### src/rtl/ooo_mem_arb.sv
// ooo_mem_arb: merges the core's instruction and data ports onto one shared
// memory port. Each port has a single pending slot. A fixed-priority arbiter
// (dmem first) bounds imem starvation with a saturating counter. Every
// mem_* / upstream output comes straight from a flop.

module ooo_mem_arb #(
  parameter int unsigned STARVE_LIMIT = 4
) (
  input  logic        clk,
  input  logic        rst,
  input  logic [31:0] imem_addr,
  input  logic [3:0]  imem_rmask,
  output logic [31:0] imem_rdata,
  output logic        imem_resp,
  input  logic [31:0] dmem_addr,
  input  logic [3:0]  dmem_rmask,
  input  logic [3:0]  dmem_wmask,
  input  logic [31:0] dmem_wdata,
  output logic [31:0] dmem_rdata,
  output logic        dmem_resp,
  output logic [31:0] mem_addr,
  output logic [3:0]  mem_rmask,
  output logic [3:0]  mem_wmask,
  output logic [31:0] mem_wdata,
  input  logic [31:0] mem_rdata,
  input  logic        mem_resp
);

  localparam int unsigned CW = $clog2(STARVE_LIMIT + 1);
  localparam logic [CW-1:0] STARVE_MAX = CW'(STARVE_LIMIT);

  typedef enum logic [1:0] {
    IDLE  = 2'd0,
    IBUSY = 2'd1,
    DBUSY = 2'd2,
    GAP   = 2'd3
  } state_e;

  state_e        state_q, state_d;
  logic          ip_valid_q, ip_valid_d;
  logic [31:0]   ip_addr_q, ip_addr_d;
  logic [3:0]    ip_rmask_q, ip_rmask_d;
  logic          dp_valid_q, dp_valid_d;
  logic [31:0]   dp_addr_q, dp_addr_d;
  logic [3:0]    dp_rmask_q, dp_rmask_d;
  logic [3:0]    dp_wmask_q, dp_wmask_d;
  logic [31:0]   dp_wdata_q, dp_wdata_d;
  logic [CW-1:0] starve_q, starve_d;
  logic [31:0]   mem_addr_q, mem_addr_d;
  logic [3:0]    mem_rmask_q, mem_rmask_d;
  logic [3:0]    mem_wmask_q, mem_wmask_d;
  logic [31:0]   mem_wdata_q, mem_wdata_d;
  logic [31:0]   imem_rdata_q, imem_rdata_d;
  logic [31:0]   dmem_rdata_q, dmem_rdata_d;
  logic          imem_resp_q, imem_resp_d;
  logic          dmem_resp_q, dmem_resp_d;
  logic          i_req_s, d_req_s, d_wr_s;

  assign imem_rdata = imem_rdata_q;
  assign imem_resp  = imem_resp_q;
  assign dmem_rdata = dmem_rdata_q;
  assign dmem_resp  = dmem_resp_q;
  assign mem_addr   = mem_addr_q;
  assign mem_rmask  = mem_rmask_q;
  assign mem_wmask  = mem_wmask_q;
  assign mem_wdata  = mem_wdata_q;

  // Capture, arbitration, FSM next state and next output values.
  always_comb begin
    state_d      = state_q;
    ip_valid_d   = ip_valid_q;
    ip_addr_d    = ip_addr_q;
    ip_rmask_d   = ip_rmask_q;
    dp_valid_d   = dp_valid_q;
    dp_addr_d    = dp_addr_q;
    dp_rmask_d   = dp_rmask_q;
    dp_wmask_d   = dp_wmask_q;
    dp_wdata_d   = dp_wdata_q;
    starve_d     = starve_q;
    mem_addr_d   = mem_addr_q;
    mem_rmask_d  = mem_rmask_q;
    mem_wmask_d  = mem_wmask_q;
    mem_wdata_d  = mem_wdata_q;
    imem_rdata_d = imem_rdata_q;
    dmem_rdata_d = dmem_rdata_q;
    imem_resp_d  = 1'b0;
    dmem_resp_d  = 1'b0;

    i_req_s = (imem_rmask != 4'h0);
    d_wr_s  = (dmem_wmask != 4'h0);
    d_req_s = (dmem_rmask != 4'h0) || d_wr_s;

    // A request into an occupied slot is dropped (the checker flags it).
    if (i_req_s && !ip_valid_q) begin
      ip_valid_d = 1'b1;
      ip_addr_d  = imem_addr;
      ip_rmask_d = imem_rmask;
    end else begin
      ip_valid_d = ip_valid_q;
    end

    // A request carrying both masks is a write; its read mask is dropped.
    if (d_req_s && !dp_valid_q) begin
      dp_valid_d = 1'b1;
      dp_addr_d  = dmem_addr;
      dp_rmask_d = d_wr_s ? 4'h0 : dmem_rmask;
      dp_wmask_d = dmem_wmask;
      dp_wdata_d = dmem_wdata;
    end else begin
      dp_valid_d = dp_valid_q;
    end

    // Starvation only accumulates while imem is actually waiting.
    if (!ip_valid_q) begin
      starve_d = {CW{1'b0}};
    end else begin
      starve_d = starve_q;
    end

    case (state_q)
      IDLE: begin
        if (dp_valid_q && (!ip_valid_q || (starve_q < STARVE_MAX))) begin
          state_d     = DBUSY;
          mem_addr_d  = dp_addr_q;
          mem_rmask_d = dp_rmask_q;
          mem_wmask_d = dp_wmask_q;
          mem_wdata_d = dp_wdata_q;
          if (ip_valid_q) begin
            starve_d = starve_q + CW'(1);
          end else begin
            starve_d = {CW{1'b0}};
          end
        end else if (ip_valid_q) begin
          state_d     = IBUSY;
          mem_addr_d  = ip_addr_q;
          mem_rmask_d = ip_rmask_q;
          mem_wmask_d = 4'h0;
          mem_wdata_d = 32'h0;
          starve_d    = {CW{1'b0}};
        end else begin
          state_d = IDLE;
        end
      end
      IBUSY: begin
        if (mem_resp) begin
          state_d      = GAP;
          ip_valid_d   = 1'b0;
          imem_rdata_d = mem_rdata;
          imem_resp_d  = 1'b1;
          mem_rmask_d  = 4'h0;
          mem_wmask_d  = 4'h0;
        end else begin
          state_d = IBUSY;
        end
      end
      DBUSY: begin
        if (mem_resp) begin
          state_d      = GAP;
          dp_valid_d   = 1'b0;
          dmem_rdata_d = mem_rdata;
          dmem_resp_d  = 1'b1;
          mem_rmask_d  = 4'h0;
          mem_wmask_d  = 4'h0;
        end else begin
          state_d = DBUSY;
        end
      end
      GAP: begin
        state_d = IDLE;
      end
      default: begin
        state_d     = IDLE;
        mem_rmask_d = 4'h0;
        mem_wmask_d = 4'h0;
      end
    endcase
  end

  // State and output registers; reset drops all pending work immediately.
  always_ff @(posedge clk or posedge rst) begin
    if (rst) begin
      state_q      <= IDLE;
      ip_valid_q   <= 1'b0;
      ip_addr_q    <= 32'h0;
      ip_rmask_q   <= 4'h0;
      dp_valid_q   <= 1'b0;
      dp_addr_q    <= 32'h0;
      dp_rmask_q   <= 4'h0;
      dp_wmask_q   <= 4'h0;
      dp_wdata_q   <= 32'h0;
      starve_q     <= {CW{1'b0}};
      mem_addr_q   <= 32'h0;
      mem_rmask_q  <= 4'h0;
      mem_wmask_q  <= 4'h0;
      mem_wdata_q  <= 32'h0;
      imem_rdata_q <= 32'h0;
      dmem_rdata_q <= 32'h0;
      imem_resp_q  <= 1'b0;
      dmem_resp_q  <= 1'b0;
    end else begin
      state_q      <= state_d;
      ip_valid_q   <= ip_valid_d;
      ip_addr_q    <= ip_addr_d;
      ip_rmask_q   <= ip_rmask_d;
      dp_valid_q   <= dp_valid_d;
      dp_addr_q    <= dp_addr_d;
      dp_rmask_q   <= dp_rmask_d;
      dp_wmask_q   <= dp_wmask_d;
      dp_wdata_q   <= dp_wdata_d;
      starve_q     <= starve_d;
      mem_addr_q   <= mem_addr_d;
      mem_rmask_q  <= mem_rmask_d;
      mem_wmask_q  <= mem_wmask_d;
      mem_wdata_q  <= mem_wdata_d;
      imem_rdata_q <= imem_rdata_d;
      dmem_rdata_q <= dmem_rdata_d;
      imem_resp_q  <= imem_resp_d;
      dmem_resp_q  <= dmem_resp_d;
    end
  end

  ooo_mem_arb_chk u_chk (
    .clk        (clk),
    .rst        (rst),
    .imem_rmask (imem_rmask),
    .dmem_rmask (dmem_rmask),
    .dmem_wmask (dmem_wmask),
    .ip_valid   (ip_valid_q),
    .dp_valid   (dp_valid_q),
    .imem_resp  (imem_resp_q),
    .dmem_resp  (dmem_resp_q)
  );

endmodule

// Protocol checks on the upstream ports; no functional logic.
module ooo_mem_arb_chk (
  input logic       clk,
  input logic       rst,
  input logic [3:0] imem_rmask,
  input logic [3:0] dmem_rmask,
  input logic [3:0] dmem_wmask,
  input logic       ip_valid,
  input logic       dp_valid,
  input logic       imem_resp,
  input logic       dmem_resp
);

  a_imem_overrun: assert property (@(posedge clk) disable iff (rst)
    !((imem_rmask != 4'h0) && ip_valid));

  a_dmem_overrun: assert property (@(posedge clk) disable iff (rst)
    !(((dmem_rmask | dmem_wmask) != 4'h0) && dp_valid));

  a_dmem_rw_both: assert property (@(posedge clk) disable iff (rst)
    !((dmem_rmask != 4'h0) && (dmem_wmask != 4'h0)));

  a_resp_excl: assert property (@(posedge clk) disable iff (rst)
    !(imem_resp && dmem_resp));

endmodule
### config.mk
export PLATFORM = sky130hd
export DESIGN_NAME = ooo_mem_arb
export DESIGN_NICKNAME = d
export VERILOG_FILES = /design/src/rtl/ooo_mem_arb.sv
export SDC_FILE = /design/constraint.sdc
export NUM_CORES = 1
export LEC_CHECK = 0
export BUFFER_PORTS_ARGS = -buffer_cell sky130_fd_sc_hd__buf_4
export CAP_MARGIN = 25
export CORE_AREA = 3 3 135 137
export CTS_BUF_LIST = sky130_fd_sc_hd__clkbuf_8
export DETAILED_ROUTE_END_ITERATION = 12
export DIE_AREA = 0 0 138 140
export GPL_TIMING_DRIVEN = 0
export PLACE_DENSITY = 0.86
export RECOVER_POWER = 100
export SLEW_MARGIN = 20
export SYNTH_ARGS = -nofsm -noshare
export SYNTH_HDL_FRONTEND = slang
export SYNTH_SLANG_ARGS = --single-unit
### constraint.sdc
create_clock -name clk -period 17.3 [get_ports clk]
set_input_delay 1.73 -clock clk [delete_from_list [all_inputs] [get_ports clk]]
set_output_delay 1.73 -clock clk [all_outputs]
set_load 0.1 [all_outputs]
After elaboration in Yosys (flattened, before gate mapping). Index checks and enable logic that the tools add are counted.

Register bits after elaboration: 253. Output and inout bits: 138.

Add/sub/neg operators: 1. Order comparisons: 1. Equality and inequality tests: 5. Muxes and demuxes: 31. Reduce and logical (&&, ||, !) cells: 18.

Operators with widths (count): 32-bit two-way mux (4); 4-bit two-way mux (6); 4-bit case mux with 2 select lines (2); 3-bit two-way mux (5); 4-bit nonzero test (3); 1-bit two-way mux (11); 2-bit case mux with 4 select lines (1); 2-bit AND reduction (3); 2-bit equality test, second input constant (2); 2-bit two-way mux (2); 2-bit nonzero test (2); 3-bit by 1-bit adder with 3-bit output, second input constant (1); 1-bit logical AND (3); 3-bit less-than comparator, second input constant (1); 3-bit != test, second input constant (1); 3-bit AND reduction (1); 2-bit by 1-bit equality test with 1-bit output, second input constant (1); 1-bit logical NOT (2); 2-bit logical NOT (1); 1-bit logical OR (2); 2-bit by 1-bit != test with 1-bit output, second input constant (1); 2-bit OR reduction (1).

Longest topological paths before layout. Gate-level depths: netlist of the first run.

Depth in word-level cells: 6. Depth in mapped cells: 8. Gate-level depth less buffers: 6.

Worst setup path after synthesis of the first run. Ideal clock, no wire load.

Path kind: input -> register. From: in dmem_rmask[2]. To: reg dp_wdata_q[0]. Library setup time: 125 ps. Arrival: 2803 ps. Setup slack: 14372 ps. Stages: 5. Buffers on the path: 2. Cells stage by stage: nor4_2 a21oi_1 buf_6 buf_6 mux2_4.

Word-level cells in the longest chain between the ends: 3.

Ends and longest elaborated chain: start: declaration (line 16) `input logic [3:0] dmem_rmask,`; 4-bit nonzero test (line 91) `d_req_s = (dmem_rmask != 4'h0) || d_wr_s;`; 1-bit logical OR (line 91); 1-bit logical AND (line 103) `if (d_req_s && !dp_valid_q) begin`; end signal: assignment (line 209) `dp_wdata_q <= dp_wdata_d;`; end: declaration (line 47) `logic [31:0] dp_wdata_q, dp_wdata_d;`.

No other way between the ends. A chain may end at the register's enable or synchronous reset.

==> results.cfg, run 1 <==
[detailed_routing]
routed_wl_um = 24310
first_iter_violations = 255
remaining_drc_errors = 0
viasPerCell = 5.367
drtAntennaViolNets = 0
routed-via-count = 6569
drt-pass1-iter-count = 4
wl_per_cell_um = 19.86

[status]
status = finished with violations
violations = capacitance limit, slew limit

[clock_tree]
cts_inserted_buffers = 41
post_cts_buffers = 0
cts_tree = done
cts_resized = 0
cts.clk_slew.worst_paths_ns = 0.06
clock_latency_ns = 0.53
cts.sinks = 253
cts.htree.levels = 2
cts.path.max_buffers = 3
root_buffer = clkbuf_8
postCtsHoldBufs = 0

[worst_setup_path]
r2r-start = dp_valid_q
critPathKind = in2async
startpoint_type = input pin
critPathMaxFanout = 108
r2r_slack_ns = 14.62
worst_ep_arrival_time_ns = 7.20
endpoint_kind = asynchronous set/reset pin
r2r_end = mem_addr[20]
r2r_cells = 5
cp_data_required_time_ns = 16.57

[sta]
tns_ns = 0
fin_skew_ns = 0.02159
hold_viol = 0
finalCritPeriodShare = 0.4585
fmax_ghz = 0.1261
worst_pin_slew_ns = 5.571
layout_min_cycle_time_ns = 7.932
relSlewSlack = -2.714
rsz0062_at_grt = false
setup_viol = 0
slew_violations = 258

[grt]
grt.met1_usage = 0.3052
grt_max_degree = 109
antenna_found_initial = 0
use_met3 = 0.09628
grt_pass1_wl_um = 38930
grt_pass1_vias = 7379
top_usage_layer = met2
grtUsageMet2 = 0.4191
track_usage = 0.2510
gr-total-overflow = 0

[hold_path]
min_path_cells = 1
min_path_type = reg2reg
min-delay-start = dp_wdata_q[12]
worst_hold_path.endpoint = dp_wdata_q[12]

[layout]
finalInstanceArea_mm2 = 0.01234
finalNonFillerCells = 1224
areaGrowthSynthToFinish_pct = 25.13
final_core_util = 0.7185
n_antenna_cell = 0
fillers = 1311
nets = 1122
drive_gt1_frac = 0.3383

[floorplan]
ios = 281
rows = 48
start_util = 0.5742
core_mm2 = 0.01718
die-width_um = 138
dieArea_mm2 = 0.01932
die_h_um = 140

[synth]
yosys.area.top_type_share = 0.6420
yosysMostFrequentCell = dfrtp_1
netlist_area_mm2 = 0.009862
syn-instance-count = 648
synth_edf_count = 0
postSynthAreaPerCell_um2 = 15.22
synth.distinct_cells = 32
synthArstFlopShare = 1.000
ys_dominant_reg_cell = dfrtp_1
yosys.area.top_type = dfrtp_1
synth_fp_nets = 797
ys_warn_count = 0
yosysSeqAreaShare = 0.6420
synth.top_cells.by_area = dfrtp_1 64%, mux2_2 16%, mux2_4 4.6%, mux2i_1 3.7%, a22o_1 3.6%
synth-seq-cells = 253
synth_common_cells = 253 x dfrtp_1, 136 x mux2_2, 40 x a22o_1

[place]
globalplace.congestion = 0.7721
post-dp-hpwl_um = 17320
placed_cells_incl_taps = 1155
dpl_cell_area_mm2 = 0.01231
port_buffers = 280

[job]
cap_violations = 3
-- registers in the layout (all words and copies together), names as in the netlist --
| name | flops |
|---|---|
| dp_valid_q | 1 |
| imem_rdata | 32 |
| ip_valid_q | 1 |
| dp_wdata_q | 32 |
| mem_rmask | 4 |
| dp_wmask_q | 4 |
| starve_q | 3 |
| mem_wdata | 32 |
| dmem_rdata | 32 |
| imem_resp | 1 |
| ip_rmask_q | 4 |
| dp_addr_q | 32 |
| dmem_resp | 1 |
| state_q | 2 |
| mem_wmask | 4 |
| ip_addr_q | 32 |
| dp_rmask_q | 4 |
| mem_addr | 32 |
-- layout make-up --
class                      count  area, µm²  share of cell area
timing repair buffer         282       1588              0.1287
clock buffer                  51      701.9             0.05688
clock inverter                18      72.57            0.005881
inverter                      10      38.79            0.003143
tap                          225      281.5             0.02281
multi-input combinational    350       3192              0.2586
sequential                   253       6331              0.5130
buffer                        35      135.1             0.01095
-- worst max-delay path, stage by stage --
cell and delay (ns):
clkbuf_4 0.11, clkinvlp_2 1.29, clkbuf_1 3.96
-- worst max path at each step --
stage	to	startpoint	slack, ns	cells past startpoint
3_5_place_dp	ip_addr_q[11]	imem_rmask[1]	13.96	5
6_report	ip_addr_q[22]	rst	9.37	3
3_3_place_gp	dp_addr_q[12]	rst	6.03	2
4_1_cts	mem_addr[21]	mem_addr[21]	14.33	1
5_1_grt	mem_addr[17]	rst	8.04	3
2_1_floorplan	dmem_rdata[0]	rst	8.61	1
-- per-layer routing --
metal | vias to the layer above | wire, µm
met5 | - | 0
met4 | 0 | 580
met3 | 39 | 2208
met2 | 259 | 11960
met1 | 3308 | 9568
li1 | 2963 | -
-- logic make-up (layout without fill, tap and decap cells) --
kind of cell | after synthesis | after routing | synth area share
adders and majority gates | 6 | 6 | 0.007612
and+or+nand+nor | 50 | 50 | 0.02335
DFF | 253 | 253 | 0.6420
buffers and inverters | 45 | 396 | 0.02284
muxes | 202 | 202 | 0.2375
AOI/OAI and AO/OA | 92 | 92 | 0.06673
-- through the flow --
step / setup slack, ns / hold WS, ns
final: 9.368 / 0.4816
after global routing: 8.040 / 0.5007
after CTS: 14.33 / 0.4859
after detailed placement: 13.96 / 0.4727
after global placement: 6.032 / 0.4624
after floorplan: 8.613 / 0.4622
-- cell usage in the layout, fill, tap and decap left out, drive strengths merged, types with 2 or more instances in the layout --
cell,count
a21oi,5
a22o,40
buf,141
clkbuf,227
clkinv,2
clkinvlp,2
dfrtp,253
ha,6
inv,24
mux2,166
mux2i,36
nand2,35
nand2b,2
nand3,2
nor2,4
nor4,3
o21ai,35
o2bb2ai,7
Power of run 1 is left out: the tool's default activity adds up to more than one toggle a clock period on the data nets, which glitch-free logic cannot reach.
==> run 2, diff against run 1 <==
- CORE_AREA: 3 3 135 137 -> 3 3 140 142
- DIE_AREA: 0 0 138 140 -> 0 0 143 145
- PLACE_DENSITY: 0.86 -> 0.81
- clock period: 17.3 -> 7.95 ns (I/O delays scaled with it)
==> results.cfg, run 2 (synthesis results as in run 1) <==
[detailed_routing]
routed-via-count = 6519
remaining_drc_errors = 0
drtAntennaViolNets = 0
wl_per_cell_um = 19.04
viasPerCell = 5.266
routed_wl_um = 23570
first_iter_violations = 279
drt-pass1-iter-count = 4

[hold_path]
worst_hold_path.endpoint = mem_wdata[28]
min_path_type = reg2reg
min-delay-start = dp_wdata_q[28]
min_path_cells = 1

[grt]
antenna_found_initial = 0
grt_max_degree = 110
grt_pass1_vias = 7249
track_usage = 0.2302
grt_pass1_wl_um = 38070
gr-total-overflow = 0

[clock_tree]
postCtsHoldBufs = 0
cts_resized = 0
clock_latency_ns = 0.52
cts.htree.levels = 2
cts_tree = done
root_buffer = clkbuf_8
cts.clk_slew.worst_paths_ns = 0.06
post_cts_buffers = 0
cts.sinks = 253
cts_inserted_buffers = 42
cts.path.max_buffers = 3

[job]
cap_violations = 1

[worst_setup_path]
r2r-start = state_q[0]
crit_cells = 1
startpoint_type = register
path_cells = clkbuf_1
r2r_slack_ns = 5.38
cp_slowest_cell = clkbuf_1
r2r_cells = 8
cp_data_required_time_ns = 7.15
crit_family = buffers and inverters
r2r_end = mem_addr[19]
endpoint_kind = output port
cp_slowest_stage_delay_ns = 0.93
worst_ep_arrival_time_ns = 1.81
critPathMaxFanout = 2
critPathKind = reg2out
worst-path-buf-inv = 1

[floorplan]
core_mm2 = 0.01858
start_util = 0.5308
rows = 50
ios = 281
die_h_um = 145
die-width_um = 143
dieArea_mm2 = 0.02074

[layout]
drive_gt1_frac = 0.3426
final_cell_mix = 253 x dfrtp_1, 170 x clkbuf_1, 138 x buf_4, 136 x mux2_2, 54 x clkbuf_8
n_antenna_cell = 0
nets = 1123
areaGrowthSynthToFinish_pct = 26.42
finalNonFillerCells = 1238
mostFrequentLayoutCell = dfrtp_1

[status]
violations = capacitance limit, slew limit
status = finished with violations

[sta]
layout_min_cycle_time_ns = 2.601
whs_ns = 0.4791
fmax_ghz = 0.3844
fin_skew_ns = 0.01442
setup_viol = 0
hold_viol = 0
slew_violations = 39
worst_pin_slew_ns = 1.906
tns_ns = 0
relSlewSlack = -0.2778
finalCritPeriodShare = 0.3272
rsz0062_at_grt = false

[place]
placed_cells_incl_taps = 1164
port_buffers = 280
globalplace.congestion = 0.7893
post-dp-hpwl_um = 16930
-- run 2: worst max path at each step --
stage                   from        endpoint
2_1_floorplan            rst   dmem_rdata[0]
3_3_place_gp             rst    ip_addr_q[2]
3_5_place_dp   dmem_rmask[2]  dp_wdata_q[27]
4_1_cts           state_q[0]    mem_addr[19]
5_1_grt           state_q[0]    mem_addr[31]
6_report        mem_addr[30]    mem_addr[30]
-- run 2: final cells by class --
class / instances / area, µm²
fill: 1495 / 6113
inverter: 10 / 38.79
multi-input combinational: 350 / 3192
buffer: 35 / 138.9
tap: 234 / 292.8
sequential: 253 / 6331
clock buffer: 54 / 743.2
timing repair buffer: 282 / 1628
clock inverter: 20 / 102.6
-- run 2: per-layer routing --
metal | share of wire | up-vias | global-route usage
met1 | 0.40 | 3233 | 0.2928
met3 | 0.090 | 51 | 0.07910
met2 | 0.48 | 265 | 0.3670
li1 | - | 2970 | -
met5 | 0 | - | 0
met4 | 0.027 | 0 | 0.08270
-- run 2: stage by stage --
| stage | utilization | cell area (µm²) | worst slack [ns] |
|---|---|---|---|
| after CTS | 0.7086 | 13170 | 5.588 |
| after global routing | 0.6710 | 12470 | 5.132 |
| final | 0.6710 | 12470 | 5.349 |
| after floorplan | - | 9862 | 0.1983 |
| after global placement | 0.6597 | 12260 | -2.473 |
| after detailed placement | 0.6630 | 12320 | 5.566 |
Power of run 2 is left out for the same reason.
==> run 3, diff against run 2 <==
- CORE_AREA: 3 3 140 142 -> 3 3 146 148
- DIE_AREA: 0 0 143 145 -> 0 0 149 151
- PLACE_DENSITY: 0.81 -> 0.78
- clock period: 7.95 -> 2.2 ns (I/O delays scaled with it)
==> results.cfg, run 3 (synthesis results as in run 1) <==
[sta]
hold_viol = 0
worst_pin_slew_ns = 0.7803
slew_violations = 0
setup_viol = 0
finalCritPeriodShare = 0.9377
rsz0062_at_grt = false
fmax_ghz = 0.4847
relSlewSlack = 0.4798
fin_skew_ns = 0.02275
layout_min_cycle_time_ns = 2.063
tns_ns = 0

[clock_tree]
cts_inserted_buffers = 42
post_cts_buffers = 0
cts_tree = done
cts.path.max_buffers = 3
root_buffer = clkbuf_8
cts.htree.levels = 2
clock_latency_ns = 0.54
cts.clk_slew.worst_paths_ns = 0.06
cts.sinks = 253

[place]
globalplace.congestion = 0.7327
post-dp-hpwl_um = 17650
placed_cells_incl_taps = 1207
port_buffers = 280

[worst_setup_path]
worst-path-buf-inv = 1
cp_slowest_cell = clkbuf_1
path_cells = nor2_2 -> clkbuf_1 -> mux2_2
endpoint_kind = register
critPathMaxFanout = 10
worst_ep_arrival_time_ns = 2.47
cp_slowest_stage_delay_ns = 0.57
crit_family = buffers and inverters
cp_data_required_time_ns = 2.60
startpoint_type = register
critPathKind = reg2reg

[grt]
grt_pass1_vias = 8181
grt_pass1_wl_um = 44060
grt_max_degree = 36
gr-total-overflow = 0
track_usage = 0.2479
antenna_found_initial = 0

[floorplan]
ios = 281
die_h_um = 151
start_util = 0.4890
die-width_um = 149
dieArea_mm2 = 0.02250
core_mm2 = 0.02017
rows = 52

[detailed_routing]
remaining_drc_errors = 0
wl_per_cell_um = 19.44
viasPerCell = 5.079
first_iter_violations = 259
drt-pass1-iter-count = 5
routed_wl_um = 27650
drtAntennaViolNets = 0
routed-via-count = 7222

[layout]
areaGrowthSynthToFinish_pct = 44.02
n_antenna_cell = 0
final_cell_mix = 253 x dfrtp_1, 150 x clkbuf_2, 141 x dlygate4sd3_1, 139 x buf_4, 133 x mux2_2
finalNonFillerCells = 1422
nets = 1271
mostFrequentLayoutCell = dfrtp_1
drive_gt1_frac = 0.4453

[status]
status = complete, no violations

[hold_path]
min_path_type = in2reg

[job]
cap_violations = 0
==> run 3: cell count changes in the layout (fill, tap and decap cells not counted), sizes merged <==
| cell | change |
|---|---|
| clkinvlp | +1 |
| bufinv | -1 |
| inv | -2 |
| clkbuf | -7 |
| clkinv | +6 |
| buf | +10 |
| dlygate4sd3 | +141 |
==> run 3: path summary, 6_finish.rpt <==
kind	end	start	depth (start not counted)	slack, ns
hold reg to reg	mem_wdata[5]	dp_wdata_q[5]	1	0.47
setup / recovery	ip_rmask_q[1]	ip_valid_q	3	0.14
hold / removal	dmem_rdata[30]	mem_resp	3	0.12
max in group asynchronous	dp_addr_q[25]	rst	6	0.25
setup reg to reg	ip_rmask_q[1]	ip_valid_q	3	0.14
min in group asynchronous	mem_rmask[1]	rst	3	0.38
==> run 3: area by class of cell <==
class                           count  area, µm²
Sequential cell                   253       6331
Clock buffer                       50      688.2
Tap cell                          270      337.8
Fill cell                        1444       5966
Clock inverter                     24      102.6
Timing Repair Buffer              430       3318
Inverter                           10      38.79
Buffer                             35      173.9
Multi-Input combinational cell    350       3213
==> run 3: timing repair <==
item	4_1_cts	5_1_grt
endpoints found under the hold margin	234	0
gates resized for setup	2	1
setup endpoints to repair	38	1
hold buffers	141	0
==> run 3: stage by stage <==
step / util / setup WS [ns] / hold slack [ns] / instance area (µm²)
after floorplan: - / -1.350 / 0.3414 / 9866
after global placement: 0.6101 / -2.791 / 0.4354 / 12310
after detailed placement: 0.6194 / -0.1855 / 0.2369 / 12490
after CTS: 0.7288 / 0.2281 / 0.09005 / 14700
after global routing: 0.7042 / 0.01293 / 0.1162 / 14200
final: 0.7042 / 0.1370 / 0.1231 / 14200
==> run 3: layer usage <==
metal | track usage | wire length, µm | up-vias
met5 | 0 | 0 | -
met4 | 0.08101 | 760 | 0
met3 | 0.07690 | 2169 | 64
met2 | 0.4157 | 13540 | 320
met1 | 0.3088 | 11180 | 3573
li1 | - | - | 3265
==> run 3: tightest hold or removal path, cell delays in order <==
cell	delay, ns
buf_4	0.12
nand2_1	0.11
mux2_2	0.16
Power of run 3 is left out for the same reason.
